**src/rtl/mips_io_pkg.sv**
```systemverilog
// mips_io_pkg: FSM states, segment select codes and active-low 7-segment patterns (bit 0 = segment a)
package mips_io_pkg;
  typedef enum logic [1:0] {IDLE, LOAD, CONV, COMMIT} state_t;
  typedef enum logic [1:0] {SEL_DIG, SEL_BLANK, SEL_MINUS, SEL_E} seg_sel_t;
  localparam logic [6:0] SEG_BLANK = 7'h7F;
  localparam logic [6:0] SEG_MINUS = 7'h3F;
  localparam logic [6:0] SEG_E = 7'h06;
  localparam logic [111:0] SEG_HEX = {7'h0E, 7'h06, 7'h21, 7'h46, 7'h03, 7'h08, 7'h10, 7'h00,
                                      7'h78, 7'h02, 7'h12, 7'h19, 7'h30, 7'h24, 7'h79, 7'h40};
  function automatic logic [6:0] hex_seg(input logic [3:0] c);
    return SEG_HEX[7*c +: 7];
  endfunction
endpackage

```
**src/rtl/output_display_port_if.sv**
```systemverilog
// output_display_port_if: processor-to-display valid/ready write channel (hex_sel present with HEX_MODE_EN)
interface output_display_port_if #(parameter int DATA_W = 32);
  logic out_valid;
  logic out_ready;
  logic [DATA_W-1:0] out_data;
`ifdef HEX_MODE_EN
  logic hex_sel;
`endif
  modport master (output out_valid, output out_data, input out_ready
`ifdef HEX_MODE_EN
    , output hex_sel
`endif
  );
  modport slave (input out_valid, input out_data, output out_ready
`ifdef HEX_MODE_EN
    , input hex_sel
`endif
  );
endinterface

```
**src/rtl/seg7_decoder.sv**
```systemverilog
// seg7_decoder: 4-bit code or blank/minus/E selection to active-low segments a..g
module seg7_decoder
  import mips_io_pkg::*;
(
  input  logic [3:0] code,
  input  seg_sel_t   sel,
  output logic [6:0] seg
);
  always_comb seg = sel == SEL_BLANK ? SEG_BLANK :
                    sel == SEL_MINUS ? SEG_MINUS :
                    sel == SEL_E     ? SEG_E     : hex_seg(code);
endmodule

```
**src/rtl/output_display_port.sv**
```systemverilog
// output_display_port: signed-decimal 7-segment output port with sequential double-dabble; HEX_MODE_EN adds raw hex writes
module output_display_port
  import mips_io_pkg::*;
#(
  parameter int DATA_W = 32,
  parameter int DIGITS = 8,
  parameter int SCAN_DIV = 50000
) (
  input  logic                   clk,
  input  logic                   reset,
  output_display_port_if.slave   bus,
  output logic [DATA_W-1:0]      disp_value,
  output logic                   neg,
  output logic                   ovf,
  output logic [6:0]             seg,
  output logic [DIGITS-1:0]      an
);
  localparam int BCD_W = 4 * (DIGITS + 2);
  localparam int IDX_W = DIGITS > 1 ? $clog2(DIGITS) : 1;
  localparam int CNT_W = $clog2(DATA_W + 1);
  localparam int PS_W = $clog2(SCAN_DIV + 1);
  state_t state, state_nx;
  logic [DATA_W-1:0] bin, mag;
  logic [BCD_W-1:0] bcd, bcd_adj;
  logic [CNT_W-1:0] cnt;
  logic [4*DIGITS-1:0] dig;
  logic [DIGITS-1:0] nz;
  logic [PS_W-1:0] ps;
  logic [IDX_W-1:0] idx;
  logic sign_r, hex_r, hex_in, xfer, wrap, top;
  seg_sel_t sel;
`ifdef HEX_MODE_EN
  assign hex_in = bus.hex_sel;
`else
  assign hex_in = 1'b0;
`endif
  assign bus.out_ready = state == IDLE;
  assign xfer = bus.out_valid & bus.out_ready;
  assign mag = bus.out_data[DATA_W-1] ? -bus.out_data : bus.out_data;
  assign wrap = ps == PS_W'(SCAN_DIV - 1);
  always_comb begin
    state_nx = state == IDLE ? (xfer ? LOAD : IDLE) :
               state == LOAD ? (hex_r ? COMMIT : CONV) :
               state == CONV ? (cnt == CNT_W'(DATA_W - 1) ? COMMIT : CONV) : IDLE;
    bcd_adj = bcd;
    for (int i = 0; i < DIGITS + 2; i++)
      bcd_adj[4*i +: 4] = bcd[4*i +: 4] >= 4'd5 ? bcd[4*i +: 4] + 4'd3 : bcd[4*i +: 4];
  end
  always_ff @(posedge clk or negedge reset)
    if (!reset) begin
      state <= IDLE;
      bin <= '0;
      bcd <= '0;
      cnt <= '0;
      sign_r <= 1'b0;
      hex_r <= 1'b0;
      disp_value <= '0;
      dig <= '0;
      neg <= 1'b0;
      ovf <= 1'b0;
      ps <= '0;
      idx <= '0;
    end else begin
      state <= state_nx;
      ps <= wrap ? '0 : ps + 1'b1;
      if (wrap) idx <= idx == IDX_W'(DIGITS - 1) ? '0 : idx + 1'b1;
      // Capture on the transfer edge; the processor may drop out_data right after
      if (xfer) begin
        bin <= hex_in ? bus.out_data : mag;
        sign_r <= bus.out_data[DATA_W-1];
        hex_r <= hex_in;
        disp_value <= bus.out_data;
        bcd <= '0;
        cnt <= '0;
      end
      if (state == CONV) begin
        {bcd, bin} <= {bcd_adj, bin} << 1;
        cnt <= cnt + 1'b1;
      end
      if (state == COMMIT) begin
        dig <= hex_r ? bin[4*DIGITS-1:0] : bcd[4*DIGITS-1:0];
        neg <= ~hex_r & sign_r;
        ovf <= ~hex_r & (|bcd[BCD_W-1:4*(DIGITS-1)]);
      end
    end
  always_comb begin
    nz = '0;
    for (int i = 0; i < DIGITS; i++) nz[i] = |dig[4*i +: 4];
  end
  assign top = idx == IDX_W'(DIGITS - 1);
  assign sel = ovf ? (top ? SEL_E : SEL_BLANK) :
               (top && neg) ? SEL_MINUS :
               (idx != '0 && (nz >> idx) == '0) ? SEL_BLANK : SEL_DIG;
  assign an = ~(DIGITS'(1) << idx);
  seg7_decoder u_dec (.code(dig[{idx, 2'b00} +: 4]), .sel(sel), .seg(seg));
endmodule

```
**src/flat_wrapper.sv**
```systemverilog
// flat-port wrapper written by rule: the top's interface ports become plain ports
module output_display_port_flat import mips_io_pkg::*;
#(
  parameter int DATA_W = 32,
  parameter int DIGITS = 8,
  parameter int SCAN_DIV = 50000
)
  (clk, reset, disp_value, neg, ovf, seg, an, bus_out_valid, bus_out_data, bus_out_ready);
  output_display_port_if #(.DATA_W(DATA_W)) bus_i ();
  input  logic clk;
  input  logic reset;
  output logic [DATA_W-1:0] disp_value;
  output logic neg;
  output logic ovf;
  output logic [6:0] seg;
  output logic [DIGITS-1:0] an;
  input wire logic [$bits(bus_i.out_valid)-1:0] bus_out_valid;
  input wire logic [$bits(bus_i.out_data)-1:0] bus_out_data;
  output wire logic [$bits(bus_i.out_ready)-1:0] bus_out_ready;
  assign bus_i.out_valid = bus_out_valid;
  assign bus_i.out_data = bus_out_data;
  assign bus_out_ready = bus_i.out_ready;
  output_display_port #(.DATA_W(DATA_W), .DIGITS(DIGITS), .SCAN_DIV(SCAN_DIV)) u_core (.clk(clk), .reset(reset), .bus(bus_i), .disp_value(disp_value), .neg(neg), .ovf(ovf), .seg(seg), .an(an));
endmodule
```
**config.mk**
```make
export PLATFORM = sky130hd
export DESIGN_NAME = output_display_port_flat
export DESIGN_NICKNAME = d
export VERILOG_FILES = /design/src/rtl/mips_io_pkg.sv /design/src/rtl/output_display_port_if.sv /design/src/rtl/seg7_decoder.sv /design/src/rtl/output_display_port.sv /design/src/flat_wrapper.sv
export SDC_FILE = /design/constraint.sdc
export NUM_CORES = 1
export LEC_CHECK = 0
export CAP_MARGIN = 5
export CORE_UTILIZATION = 50
export CTS_CLUSTER_SIZE = 16
export DETAILED_ROUTE_END_ITERATION = 12
export HOLD_SLACK_MARGIN = 0.03
export PLACE_DENSITY = 0.74
export SLEW_MARGIN = 10
export SYNTH_ARGS = -nofsm -noshare
export SYNTH_HDL_FRONTEND = slang
export SYNTH_SLANG_ARGS = --single-unit
```
**constraint.sdc**
```tcl
create_clock -name clk -period 3.45 [get_ports clk]
set_input_delay 0.69 -clock clk [delete_from_list [all_inputs] [get_ports clk]]
set_output_delay 0.69 -clock clk [all_outputs]
set_load 0.005 [all_outputs]
```
==> results.toml, run 1 <==
[outcome]
status = "completed"

[logic_synthesis]
synthArstFlopShare = 1.00
muxShareOfSynthArea = 0.103
synth_top_cell_by_area = "dfrtp_1"
ys_ff_latch = 165
synth_area_um2 = 9140
synthAdderAreaFrac = 0.0575
ys.flop_type = "dfrtp_1"
ys_seq_area_frac = 0.452
synthesis.nets = 1015
yosysWarnings = 0
synth_edf_count = 0
synth_top_area_share = 0.452
syn_inst = 938
synth.area.top_cells = "dfrtp_1 45%, nand2_1 7.3%, ha_1 5.8%"
synth_area_per_cell_um2 = 9.74
ys_types = 64
synth_xor_area_frac = 0.0527
synthSimpleGateAreaFrac = 0.176
synth_compound_area_frac = 0.121
synth_top_family_by_area = "simple AND/OR/NAND/NOR gates"

[setup_path]
end_kind = "output port"
crit_path_start_kind = "flop"
slowest_stage = "mux4_2"
crit_chain = "mux4_2 > mux2i_1 > buf_4 > inv_4 > ha_4 > mux2_2 > and2_4 > o31a_1 > buf_2"
crit_fanout = 7
crit_required_ns = 2.76
worstSetupPathType = "flop to output port"
critPathArrivalTime_ns = 2.69
cp_num_buf_inv = 3
critPathTopFamily = "multiplexers"
r2r_start = "u_core.state[0]"
slowest_delay_ns = 0.52
startpoint = "u_core.idx[0]"

[clock_network]
cts.sinks = 165
cts_root_buffer = "clkbuf_16"
htree_num_levels = 4
numCtsBuffers = 17
clk_pin_slew_ns = 0.07
clk_latency_ns = 0.42
cts.hold.buffers_added = 0
cts_buffer_depth = 2
cts_tree = "done"

[finish]
layoutNonFillerInstCount = 1270
final_cell_mix = "175 x nand2_1, 164 x dfrtp_1, 76 x clkdlybuf4s50_1"
antenna_cells = 0
fill_cells = 1470
final_common_cell = "nand2_1"
drive_gt1_frac = 0.150
final_core_util = 0.616
fin_nets = 1105
syn2layout_area_growth_pct = 21.2

[sta]
slew_headroom = 0.505
setup_ws_ns = 0.0711
finalMaxSlewViolations = 0
skew_ns = 0.0122
fmax_mhz = 296
rsz0062_at_grt = "true"
worst_pin_slew_ns = 0.742
setup_violations = 0
finalCriticalPeriod_ns = 3.38
hold_viol_final = 0
tns_ns = 0
period_share = 0.979

[floorplan]
row_count = 49
start_util = 0.509
fp.coreArea_um2 = 18000
die_y_um = 137
ios = 85
die_area_um2 = 18800
die-width_um = 137

[placement]
place_ws_ns = -0.0184
place_congestion = 0.852
port-buffer-count = 84
dpl.cell_count = 1231
dp_hpwl_um = 13200

[power]
cellPowerDensity_nw_per_um2 = 786
leakage_nw = 4.88
irDropWorstVdd_v = 0.000438

[drt]
vias = 7021
post-route-drc-count = 0
first_pass_iters = 5
antenna_left = 0
routedWlPerCell_um = 15.6
drtIter0Drc = 441
drt_wl_total_um = 19800
vias_per_cell = 5.53

[global_route]
grt_pass1_wl_um = 33300
grt_max_degree = 75
grt_pass1_vias = 6762
overflow = 0
antenna_found_initial = 0
track_usage = 0.225

[flow_run]
drv_cap = 0

[hold_path]
min_path_type = "primary input to async pin"
==> sequential cells by signal, indices dropped and copies added (netlist names) <==
register / count
u_core.dig: 32
u_core.ovf: 1
u_core.idx: 3
u_core.disp_value: 31
u_core.neg: 1
u_core.bcd: 40
u_core.bin: 32
u_core.state: 2
u_core.sign_r: 1
u_core.ps: 16
u_core.cnt: 6
==> cells in the mapped netlist (23+ instances only) <==
| cell type | number |
|---|---|
| nor3b_1 | 23 |
| mux2i_1 | 37 |
| nor2_1 | 50 |
| ha_1 | 42 |
| xnor2_1 | 24 |
| o31ai_1 | 29 |
| inv_1 | 37 |
| nand2_1 | 177 |
| xor2_1 | 31 |
| mux2_2 | 35 |
| o21ai_0 | 44 |
| clkbuf_1 | 31 |
| a21oi_1 | 53 |
| dfrtp_1 | 165 |
==> cell type report <==
type | count | area [um2] | share of cell area
Multi-Input combinational cell | 686 | 4780 | 0.432
Sequential cell | 165 | 4130 | 0.373
Timing Repair Buffer | 120 | 1110 | 0.101
Clock buffer | 18 | 439 | 0.0397
Tap cell | 229 | 287 | 0.0259
Clock inverter | 14 | 175 | 0.0158
Inverter | 38 | 145 | 0.0131
==> through the flow <==
stage	power (W)	instance area (um2)	hold WS (ns)
after floorplan	0.00537	9140	0.394
after global placement	0.00653	10300	0.459
after detailed placement	0.00664	10300	0.461
after CTS	0.00871	11000	0.269
after global routing	0.00938	11100	0.297
final	0.00870	11100	0.255
==> timing repair <==
item                       CTS  global route
buffers inserted             5             2
resized for setup           27            18
pin swaps                    1             5
setup endpoints to repair    7             7
==> worst paths after layout <==
check,to,slack [ns],depth (start not counted)
worst min register to register,u_core.disp_value[26],0.48,2
min in group clk,u_core.disp_value[26],0.48,2
worst min-delay path,u_core.bcd[31],0.26,1
worst max register to register,u_core.bin[12],1.35,6
max in group asynchronous,u_core.bin[7],2.41,2
worst max-delay path,seg[3],0.07,9
==> logic make-up after synthesis <==
group	count (synthesis)
flops	165
mux	80
compound gates	172
fa+ha+maj	42
simple gates	337
buf+inv	87
xor+xnor	55
==> where the power goes <==
| group | switching [W] | leakage [nW] | internal [W] |
|---|---|---|---|
| combinational | 0.00179 | 2.44 | 0.00174 |
| sequential | 0.000585 | 2.14 | 0.00262 |
| clock | 0.000803 | 0.299 | 0.00117 |
| total | 0.00318 | 4.88 | 0.00553 |
==> metal layers <==
| layer | share of wire | up-vias | track usage | wire length, um |
|---|---|---|---|---|
| met5 | 0 | - | 0 | 0 |
| met4 | 0.0081 | 0 | 0.0580 | 161 |
| met3 | 0.040 | 14 | 0.0533 | 796 |
| met2 | 0.48 | 123 | 0.359 | 9410 |
| met1 | 0.48 | 3432 | 0.306 | 9400 |
| li1 | - | 3452 | - | - |
Note: power is estimated with default switching activity, not from simulation.
==> run 2, diff against run 1 <==
--- a/config.mk
+++ b/config.mk
@@ -6,11 +6,10 @@
 export NUM_CORES = 1
 export LEC_CHECK = 0
 export CAP_MARGIN = 5
-export CORE_UTILIZATION = 50
+export CORE_UTILIZATION = 35
 export CTS_CLUSTER_SIZE = 16
 export DETAILED_ROUTE_END_ITERATION = 12
 export HOLD_SLACK_MARGIN = 0.03
-export PLACE_DENSITY = 0.74
 export SLEW_MARGIN = 10
 export SYNTH_ARGS = -nofsm -noshare
 export SYNTH_HDL_FRONTEND = slang
==> run 2 against run 1 <==
  * The flow now finishes with violations (negative setup slack)
  * Fmax fell by 2.4%
  * Non-clock buffer count rose by 12
  * Count of clock-buffer cells in the layout rose by 2
  * Critical endpoint unchanged
  * Largest cell class unchanged
==> results.toml, run 2 (synthesized netlist as in run 1, its figures left out) <==
[sta]
finalMaxSlewViolations = 0
setup_violations = 1
finalCriticalPeriod_ns = 3.46
slew_headroom = 0.490
worst_pin_slew_ns = 0.765
hold_slack_ns = 0.266
setup_ws_ns = -0.0107
rsz0062_at_grt = "true"
hold_viol_final = 0
period_share = 1.00
skew_ns = 0.0101
fmax_mhz = 289

[clock_network]
htree_num_levels = 4
clk_pin_slew_ns = 0.06
clk_latency_ns = 0.43
cts_buffer_depth = 2
cts.hold.buffers_added = 0
cts_tree = "done"
cts.sinks = 165
cts_root_buffer = "clkbuf_16"
numCtsBuffers = 17

[hold_path]
min_path_type = "primary input to async pin"

[placement]
placed_area_um2 = 10500
dp_hpwl_um = 14000
dpl.cell_count = 1335
place_congestion = 0.866
place_ws_ns = -0.0303
port-buffer-count = 84

[global_route]
grt_pass1_wl_um = 35400
grt_pass1_vias = 6992
grt_max_degree = 81
antenna_found_initial = 0
overflow = 0
track_usage = 0.164

[setup_path]
crit_path_start_kind = "flop"
crit_chain = "buf_6 > mux4_2 > mux2i_1 > inv_1 > ha_2 > mux2_4 > and2_4 > o31a_1 > clkbuf_2"
slowest_stage = "mux4_2"
slowest_delay_ns = 0.49
r2r-end = "u_core.bin[3]"
end_kind = "output port"
rr_worst_depth = 6
crit_required_ns = 2.76
cp_num_buf_inv = 3
crit_fanout = 7
r2r_start = "u_core.state[0]"
rrSetupSlack_ns = 1.26
critPathTopFamily = "multiplexers"
critPathArrivalTime_ns = 2.77
worstSetupPathType = "flop to output port"

[floorplan]
start_util = 0.360
row_count = 58
die-width_um = 164
die_y_um = 164
fp.coreArea_um2 = 25400
ios = 85
die_area_um2 = 26800

[power]
leakage_nw = 4.92
irDropWorstVdd_v = 0.000539
p_total_w = 0.00867
cellPowerDensity_nw_per_um2 = 769

[finish]
antenna_cells = 0
fin_nets = 1117
largest-register = "u_core.bcd"
layoutNonFillerInstCount = 1383
postLayoutCellArea_um2 = 11300
reg.largest.list = "u_core.bcd: 40 flops, u_core.bin: 32 flops, u_core.dig: 32 flops"
fill_cells = 2440
largest_register_ffs = 40
final_common_cell = "nand2_1"
syn2layout_area_growth_pct = 23.4
drive_gt1_frac = 0.159
final_cell_mix = "176 x nand2_1, 164 x dfrtp_1, 76 x clkdlybuf4s50_1"

[drt]
vias = 6981
drt_wl_total_um = 20700
antenna_left = 0
vias_per_cell = 5.05
routedWlPerCell_um = 15.0
post-route-drc-count = 0
drtIter0Drc = 382
first_pass_iters = 4

[outcome]
violations = "negative setup slack"
status = "finished with violations"

[flow_run]
drv_cap = 0
[run 2: cell count changes in the layout (fill, tap and decap cells not counted), sizes merged]
cell	before	now
inv	41	42
clkdlybuf4s15	1	0
dlymetal6s2s	0	3
buf	38	50
clkinvlp	2	6
bufinv	3	0
clkinv	6	2
[run 2: power by group]
group / switching [W] / internal (W) / leakage (nW)
clock network: 0.000839 / 0.000971 / 0.252
registers: 0.000587 / 0.00262 / 2.14
logic: 0.00180 / 0.00184 / 2.53
total: 0.00323 / 0.00544 / 4.92
[run 2: timing repair]
action | 4_1_cts | 5_1_grt
pin swaps | 2 | 6
setup endpoints to repair | 7 | 7
setup buffers | 7 | 9
gates resized for setup | 15 | 31
[run 2: cell type report]
cell class,instances,area (um2),share of cell area
Clock buffer,20,457,0.0405
Clock inverter,12,97.6,0.00865
Inverter,38,143,0.0126
Multi-Input combinational cell,686,4790,0.425
Sequential cell,165,4130,0.366
Tap cell,330,413,0.0366
Timing Repair Buffer,132,1240,0.110
[run 2: worst max-delay path by stage]
stage / startpoint / to / cells after the start
after floorplan: u_core.idx[0] / seg[3] / 8
after global placement: u_core.idx[0] / seg[3] / 8
after detailed placement: u_core.idx[0] / seg[3] / 8
after CTS: u_core.idx[0] / seg[5] / 10
after global routing: u_core.idx[0] / seg[3] / 9
final: u_core.idx[0] / seg[3] / 9
[run 2: per-stage QoR]
step	TNS, ns	utilization
final	-0.0107	0.444
after global routing	-0.305	0.444
after CTS	-0.808	0.438
after detailed placement	-0.0303	0.413
after global placement	0	0.413
after floorplan	0	-
[run 2: layer usage]
| layer | GRT usage | vias to the layer above | share of wire |
|---|---|---|---|
| met5 | 0 | - | 0 |
| met1 | 0.228 | 3359 | 0.50 |
| met2 | 0.253 | 127 | 0.45 |
| met4 | 0.0408 | 0 | 0.0098 |
| li1 | - | 3475 | - |
| met3 | 0.0391 | 20 | 0.045 |
[run 2: worst register-to-register path, delay by kind of cell (launching register included)]
family,cells,cell delay [ns]
and+or+nand+nor,1,0.53
buffers and inverters,2,0.52
DFF,1,0.40
adders and majority gates,1,0.30
muxes,1,0.22
AOI/OAI and AO/OA,1,0.08
==> run 3, diff against run 2 <==
--- a/config.mk
+++ b/config.mk
@@ -10,7 +10,7 @@
 export CTS_CLUSTER_SIZE = 16
 export DETAILED_ROUTE_END_ITERATION = 12
 export HOLD_SLACK_MARGIN = 0.03
-export SLEW_MARGIN = 10
+export SLEW_MARGIN = 20
 export SYNTH_ARGS = -nofsm -noshare
 export SYNTH_HDL_FRONTEND = slang
 export SYNTH_SLANG_ARGS = --single-unit
==> results of run 3 <==
The final DEF is identical to that of run 2; final timing and power are the same.
